[config.mk]
export PLATFORM = sky130hd
export DESIGN_NAME = eth_tx_arb
export DESIGN_NICKNAME = d
export VERILOG_FILES = /design/src/rtl/eth_pkg.sv /design/src/rtl/eth_rr_pick.sv /design/src/rtl/eth_tx_arb.sv
export SDC_FILE = /design/constraint.sdc
export NUM_CORES = 1
export LEC_CHECK = 0
export ABC_AREA = 1
export CAP_MARGIN = 25
export CORE_MARGIN = 2
export CORE_UTILIZATION = 40
export DETAILED_ROUTE_END_ITERATION = 8
export PLACE_DENSITY_LB_ADDON = 0.08
export SLEW_MARGIN = 10
export SYNTH_ARGS = -nofsm -noshare
export SYNTH_HDL_FRONTEND = slang
export SYNTH_SLANG_ARGS = --single-unit
export TNS_END_PERCENT = 50
[constraint.sdc]
create_clock -name Clk -period 2.1 [get_ports Clk]
set_clock_uncertainty 0.2 [all_clocks]
set_input_delay 0.315 -clock Clk [delete_from_list [all_inputs] [get_ports Clk]]
set_output_delay 0.315 -clock Clk [all_outputs]
set_load 0.005 [all_outputs]
[src/rtl/eth_pkg.sv]
// Shared types and constants for the Ethernet TX packet arbiter.
// A byte slot is {SOP, EOP, data[7:0]}.
package eth_pkg;

  typedef struct packed {
    logic       sop;
    logic       eop;
    logic [7:0] data;
  } eth_byte_t;

  localparam int cSOP_BIT = 9;
  localparam int cEOP_BIT = 8;

  typedef enum logic [1:0] {
    IDLE,
    WAIT_SOP,
    XFER,
    GAP
  } tx_arb_state_t;

  // Synthetic terminator emitted on underrun so eth_tx can close the frame.
  localparam eth_byte_t cCLOSE_BYTE = '{sop: 1'b0, eop: 1'b1, data: 8'h00};

endpackage

[src/rtl/eth_rr_pick.sv]
// Round-robin pick: first set request at or after ptr, wrapping.
// Purely combinational; returns one-hot, index and any-request flag.
module eth_rr_pick #(
  parameter int N = 3,
  parameter int W = (N > 1) ? $clog2(N) : 1
) (
  input  logic [N-1:0] req,
  input  logic [W-1:0] ptr,
  output logic [N-1:0] onehot,
  output logic [W-1:0] idx,
  output logic         any
);

  always_comb begin
    logic [W-1:0] j;
    onehot = '0;
    idx    = '0;
    any    = 1'b0;
    j      = '0;
    for (int k = 0; k < N; k++) begin
      j = W'((int'(ptr) + k) % N);
      if (!any && req[j]) begin
        any       = 1'b1;
        idx       = j;
        onehot[j] = 1'b1;
      end
    end
  end

endmodule

[src/rtl/eth_tx_arb.sv]
// Packet-level round-robin arbiter sharing the eth_tx byte port between requesters,
// with start timeout, framing repair, inter-frame gap and drop counting.
//
//  state    | meaning
//  IDLE     | no grant; sample Req and pick next requester round-robin
//  WAIT_SOP | grant held, waiting for grantee's SOP byte (start timer running)
//  XFER     | forwarding grantee bytes until EOP, SOP violation or underrun
//  GAP      | grant dropped, enforcing the idle gap before returning to IDLE
module eth_tx_arb
  import eth_pkg::*;
#(
  parameter int pNum_Req       = 3,
  parameter int pIFG_Cycles    = 24,
  parameter int pStart_Timeout = 64
) (
  input  logic                  Clk,
  input  logic                  Rst,
  input  logic [pNum_Req-1:0]   Req,
  output logic [pNum_Req-1:0]   Gnt,
  input  logic [10*pNum_Req-1:0] Byte_In,
  input  logic [pNum_Req-1:0]   Byte_Valid_In,
  output logic [9:0]            Eth_Byte,
  output logic                  Eth_Byte_Valid,
  output logic                  Err_Framing,
  output logic                  Err_Timeout,
  output logic [15:0]           Drop_Cnt
);

  localparam int cIdxW = $clog2(pNum_Req);
  localparam logic [15:0] cWAIT_LOAD = 16'(pStart_Timeout - 1);
  localparam logic [15:0] cGAP_LOAD  = (pIFG_Cycles == 0) ? 16'd0 : 16'(pIFG_Cycles - 1);

  tx_arb_state_t     state;
  logic [cIdxW-1:0]  gnt_idx;
  logic [cIdxW-1:0]  rr_ptr;
  logic [cIdxW-1:0]  next_ptr;
  logic [15:0]       tmr;
  logic              enter_gap;

  logic [pNum_Req-1:0] pick_onehot;
  logic [cIdxW-1:0]    pick_idx;
  logic                pick_any;

  eth_byte_t slot [pNum_Req];
  eth_byte_t g_byte;
  logic      g_valid;

  for (genvar i = 0; i < pNum_Req; i++) begin : g_slot
    assign slot[i] = {Byte_In[10*i + cSOP_BIT], Byte_In[10*i + cEOP_BIT], Byte_In[10*i +: 8]};
  end

  assign g_byte   = slot[gnt_idx];
  assign g_valid  = Byte_Valid_In[gnt_idx];
  assign next_ptr = (gnt_idx == cIdxW'(pNum_Req - 1)) ? '0 : gnt_idx + 1'b1;

  eth_rr_pick #(
    .N (pNum_Req),
    .W (cIdxW)
  ) u_pick (
    .req    (Req),
    .ptr    (rr_ptr),
    .onehot (pick_onehot),
    .idx    (pick_idx),
    .any    (pick_any)
  );

  // Every way a grant can terminate funnels into one GAP entry.
  always_comb begin
    enter_gap = 1'b0;
    case (state)
      WAIT_SOP: enter_gap = (g_valid && g_byte.sop) ? g_byte.eop : (tmr == '0);
      XFER:     enter_gap = !g_valid || g_byte.sop || g_byte.eop;
      default:  enter_gap = 1'b0;
    endcase
  end

  always_ff @(posedge Clk) begin
    if (Rst) begin
      state          <= IDLE;
      Gnt            <= '0;
      gnt_idx        <= '0;
      rr_ptr         <= '0;
      tmr            <= '0;
      Eth_Byte       <= '0;
      Eth_Byte_Valid <= 1'b0;
      Err_Framing    <= 1'b0;
      Err_Timeout    <= 1'b0;
    end else begin
      Eth_Byte       <= '0;
      Eth_Byte_Valid <= 1'b0;
      Err_Framing    <= 1'b0;
      Err_Timeout    <= 1'b0;
      case (state)
        IDLE: begin
          if (pick_any) begin
            Gnt     <= pick_onehot;
            gnt_idx <= pick_idx;
            tmr     <= cWAIT_LOAD;
            state   <= WAIT_SOP;
          end
        end
        WAIT_SOP: begin
          if (g_valid && g_byte.sop) begin
            Eth_Byte       <= g_byte;
            Eth_Byte_Valid <= 1'b1;
            state          <= XFER;
          end else begin
            if (g_valid) Err_Framing <= 1'b1;
            if (tmr == '0) Err_Timeout <= 1'b1;
            else tmr <= tmr - 1'b1;
          end
        end
        XFER: begin
          Eth_Byte_Valid <= 1'b1;
          if (!g_valid) begin
            Eth_Byte    <= cCLOSE_BYTE;
            Err_Framing <= 1'b1;
          end else if (g_byte.sop) begin
            // Early SOP: close the current frame with this byte's data.
            Eth_Byte    <= {1'b0, 1'b1, g_byte.data};
            Err_Framing <= 1'b1;
          end else begin
            Eth_Byte <= g_byte;
          end
        end
        GAP: begin
          if (tmr == '0) state <= IDLE;
          else tmr <= tmr - 1'b1;
        end
        default: state <= IDLE;
      endcase
      if (enter_gap) begin
        Gnt    <= '0;
        rr_ptr <= next_ptr;
        tmr    <= cGAP_LOAD;
        state  <= GAP;
      end
    end
  end

  always_ff @(posedge Clk) begin
    if (Rst) Drop_Cnt <= '0;
    else if (|(Byte_Valid_In & ~Gnt) && (Drop_Cnt != 16'hFFFF)) Drop_Cnt <= Drop_Cnt + 16'd1;
  end

endmodule

==> impl_metrics.env <==
export IMPL_final_seq_area_sq_um=1089
export IMPL_yosysSeqAreaShare_pct=31.54
export IMPL_cp_required_ns=2.09
export IMPL_antenna_found_initial=0
export IMPL_multiInputGateArea_sq_um=2108
export IMPL_synth_area_leaders="dfxtp_1 (32%), nand2_1 (14%), nor2_1 (7.9%), nand3_1 (6.0%), inv_1 (5.7%)"
export IMPL_preCtsSetupSlack_ns=-0.1323
export IMPL_fp_dieW_um=96.56
export IMPL_synthArstFlopShare_pct=0
export IMPL_syn_num_nets=560
export IMPL_fill_cells=825
export IMPL_rsz0062_at_grt="true"
export IMPL_ir_drop_mv=0.7305
export IMPL_layout_commonest_cell="nand2_1"
export IMPL_drt_wl_total_um=8801
export IMPL_fin_crit_ns=1.970
export IMPL_fmax_ghz=0.5075
export IMPL_path_buf_inv=2
export IMPL_drt_iter0_markers=109
export IMPL_dpl_cell_area_sq_um=4473
export IMPL_cts_tree="done"
export IMPL_leakagePower_nw=1.987
export IMPL_syn_to_final_growth_pct=37.71
export IMPL_stdcell_area_sq_um=4720
export IMPL_cap_viol_max_count=0
export IMPL_start_util_pct=41.50
export IMPL_clock_sinks=54
export IMPL_boundaryPins=70
export IMPL_synth_avg_cell_area_sq_um=6.693
export IMPL_hold_path_class="reg2reg"
export IMPL_cp_end_kind="flip-flop"
export IMPL_port_buffers=69
export IMPL_grt_usage_pct=19.55
export IMPL_fin_nets=669
export IMPL_cp_max_fo=5
export IMPL_slew_headroom_pct=74.21
export IMPL_grt_pass1_vias=3323
export IMPL_grt_max_degree=18
export IMPL_synth_edff_count=0
export IMPL_status="completed"
export IMPL_globalplace_congestion=0.8678
export IMPL_yosysWarningCount=0
export IMPL_layout_setup_ws_ns=0.1297
export IMPL_insertion_delay_ns=0.31
export IMPL_syn_area_sq_um=3427
export IMPL_routed_via_density=4.964
export IMPL_dr_pass1_iters=5
export IMPL_layout_common_cells="nand2_1 (122), nor2_1 (69), clkdlybuf4s50_1 (69), dfxtp_1 (50), inv_1 (49)"
export IMPL_tightest_slew_ns=0.3865
export IMPL_final_setup_viol_count=0
export IMPL_hpwlAfterDp_um=6861
export IMPL_routedWlPerCell_um=12.12
export IMPL_dieArea_sq_um=9324
export IMPL_drc=0
export IMPL_syn_inst=512
export IMPL_report_final_slew_viol_count=0
export IMPL_clock_root_buffer="clkbuf_8"
export IMPL_die_height_um=96.56
export IMPL_diodes=0
export IMPL_synth_cell_types=38
export IMPL_cts_clk_slew_worst_paths_ns=0.09
export IMPL_clockBufferDepth=2
export IMPL_slowest_stage="dfxtp_2"
export IMPL_core_sq_um=8258
export IMPL_vias=3604
export IMPL_yosysTopAreaCellShare_pct=31.54
export IMPL_cts_max_level=2
export IMPL_ys_seq_elements=54
export IMPL_grt_pass1_wl_um=14720
export IMPL_grt_overflow=0
export IMPL_synthFlopType="dfxtp_1"
export IMPL_start_kind="flip-flop"
export IMPL_path_delay_family="simple AND/OR/NAND/NOR gates"
export IMPL_num_rows=33
export IMPL_hold_buffers=0
export IMPL_post_synth_top_area_cell="dfxtp_1"
export IMPL_drive_gt1_share_pct=17.23
export IMPL_hold_viol=0
export IMPL_critPathArrivalTime_ns=1.96
export IMPL_cts_buffers=5
export IMPL_postRouteAntennaNets=0
export IMPL_crit_type="reg2reg"
export IMPL_slowest_delay_ns=0.34
export IMPL_crit_chain="buf_6, ha_4, nor2_1, a21oi_4, buf_4, and2b_1, nand2_1, o21ai_0, o21ai_1, a21oi_1"
export IMPL_period_share_pct=93.83
export IMPL_p_per_area_nw_per_um2=1118
==> final cells by class <==
class	count	share of cell area [%]
multi-input cells	387	44.67
flip-flops and latches	54	23.06
repair buffers	115	22.38
inverters	58	4.719
well taps	105	2.784
clock buffers	6	1.750
clock inverters	1	0.6363
==> power breakdown <==
| group | switching [mW] | internal, mW |
|---|---|---|
| sequential | 0.142 | 1.20 |
| clock | 0.325 | 0.382 |
| combinational | 1.82 | 1.40 |
==> repair_timing <==
item                                    in CTS  in global routing
endpoints found under the setup margin      32                 33
gates resized for setup                      3                 28
buffers inserted                             0                  6
pin swaps                                    0                 11
==> routing by layer <==
layer	track usage (%)	wire length, um	vias up
met1	24.89	4098	1665
met4	5.047	99	0
li1	-	-	1864
met2	35.07	4274	68
met5	0	0	-
met3	2.172	329	7
==> synthesized netlist by cell type, types with 2 or more instances <==
library cell / instances
inv_2: 6
o21ai_1: 2
ha_1: 10
nor4_1: 4
o21ai_0: 17
nand2_2: 2
or2_2: 4
buf_6: 4
nand2_4: 4
a22oi_1: 8
nor3_1: 9
nand4_1: 16
nand3_2: 4
nand3_1: 41
inv_1: 52
clkbuf_1: 3
a21oi_1: 30
nand3_4: 3
xnor2_1: 3
dfxtp_1: 54
nand2_1: 126
buf_2: 5
nor2_2: 7
nor2_1: 72
xor2_1: 13
==> worst paths after layout <==
path                               end  depth (start not counted)  slack, ns      start
worst max register to register  Gnt[1]                         10       0.13  rr_ptr[0]
worst max-delay path            Gnt[1]                         10       0.13  rr_ptr[0]
worst min register to register  Gnt[0]                          2       0.29     Gnt[0]
worst min-delay path            Gnt[0]                          2       0.29     Gnt[0]
==> state kept, by name, summed over array words and instances (netlist names) <==
signal	cells
Err_Framing	1
Drop_Cnt	16
state	2
rr_ptr	2
gnt_idx	2
Eth_Byte_Valid	1
Err_Timeout	1
Gnt	3
tmr	16
Eth_Byte	10
==> cells by family after synthesis <==
family                   after synthesis  synth area share (%)
buffers and inverters                 71                 8.945
adder cells (fa/ha/maj)               10                 3.651
flip-flops                            54                 31.54
XOR/XNOR                              16                 4.089
AO/OA/AOI/OAI                         62                 10.33
AND/OR/NAND/NOR                      299                 41.44
==> worst reg2reg max path, delay by kind of cell, from the launching register on <==
kind	cells	cell delay (ns)
AND/OR/NAND/NOR	3	0.46
AO/OA/AOI/OAI	4	0.43
flip-flops	1	0.34
buffers and inverters	2	0.26
adder cells (fa/ha/maj)	1	0.17
==> metrics by stage <==
step / utilization (%) / cells / TNS [ns] / power (mW) / hold slack (ns)
global route: 57.15 / 726 / -0.03289 / 5.732 / 0.3108
floorplan: - / 512 / 0 / 3.389 / 0.2541
global placement: 54.17 / 713 / -0.7152 / 4.295 / 0.2685
finish: 57.15 / 726 / 0 / 5.276 / 0.2901
detailed placement: 54.17 / 713 / -1.437 / 4.352 / 0.2789
CTS: 55.62 / 720 / 0 / 5.103 / 0.2938
No activity file was read; power rests on OpenSTA's default activity.
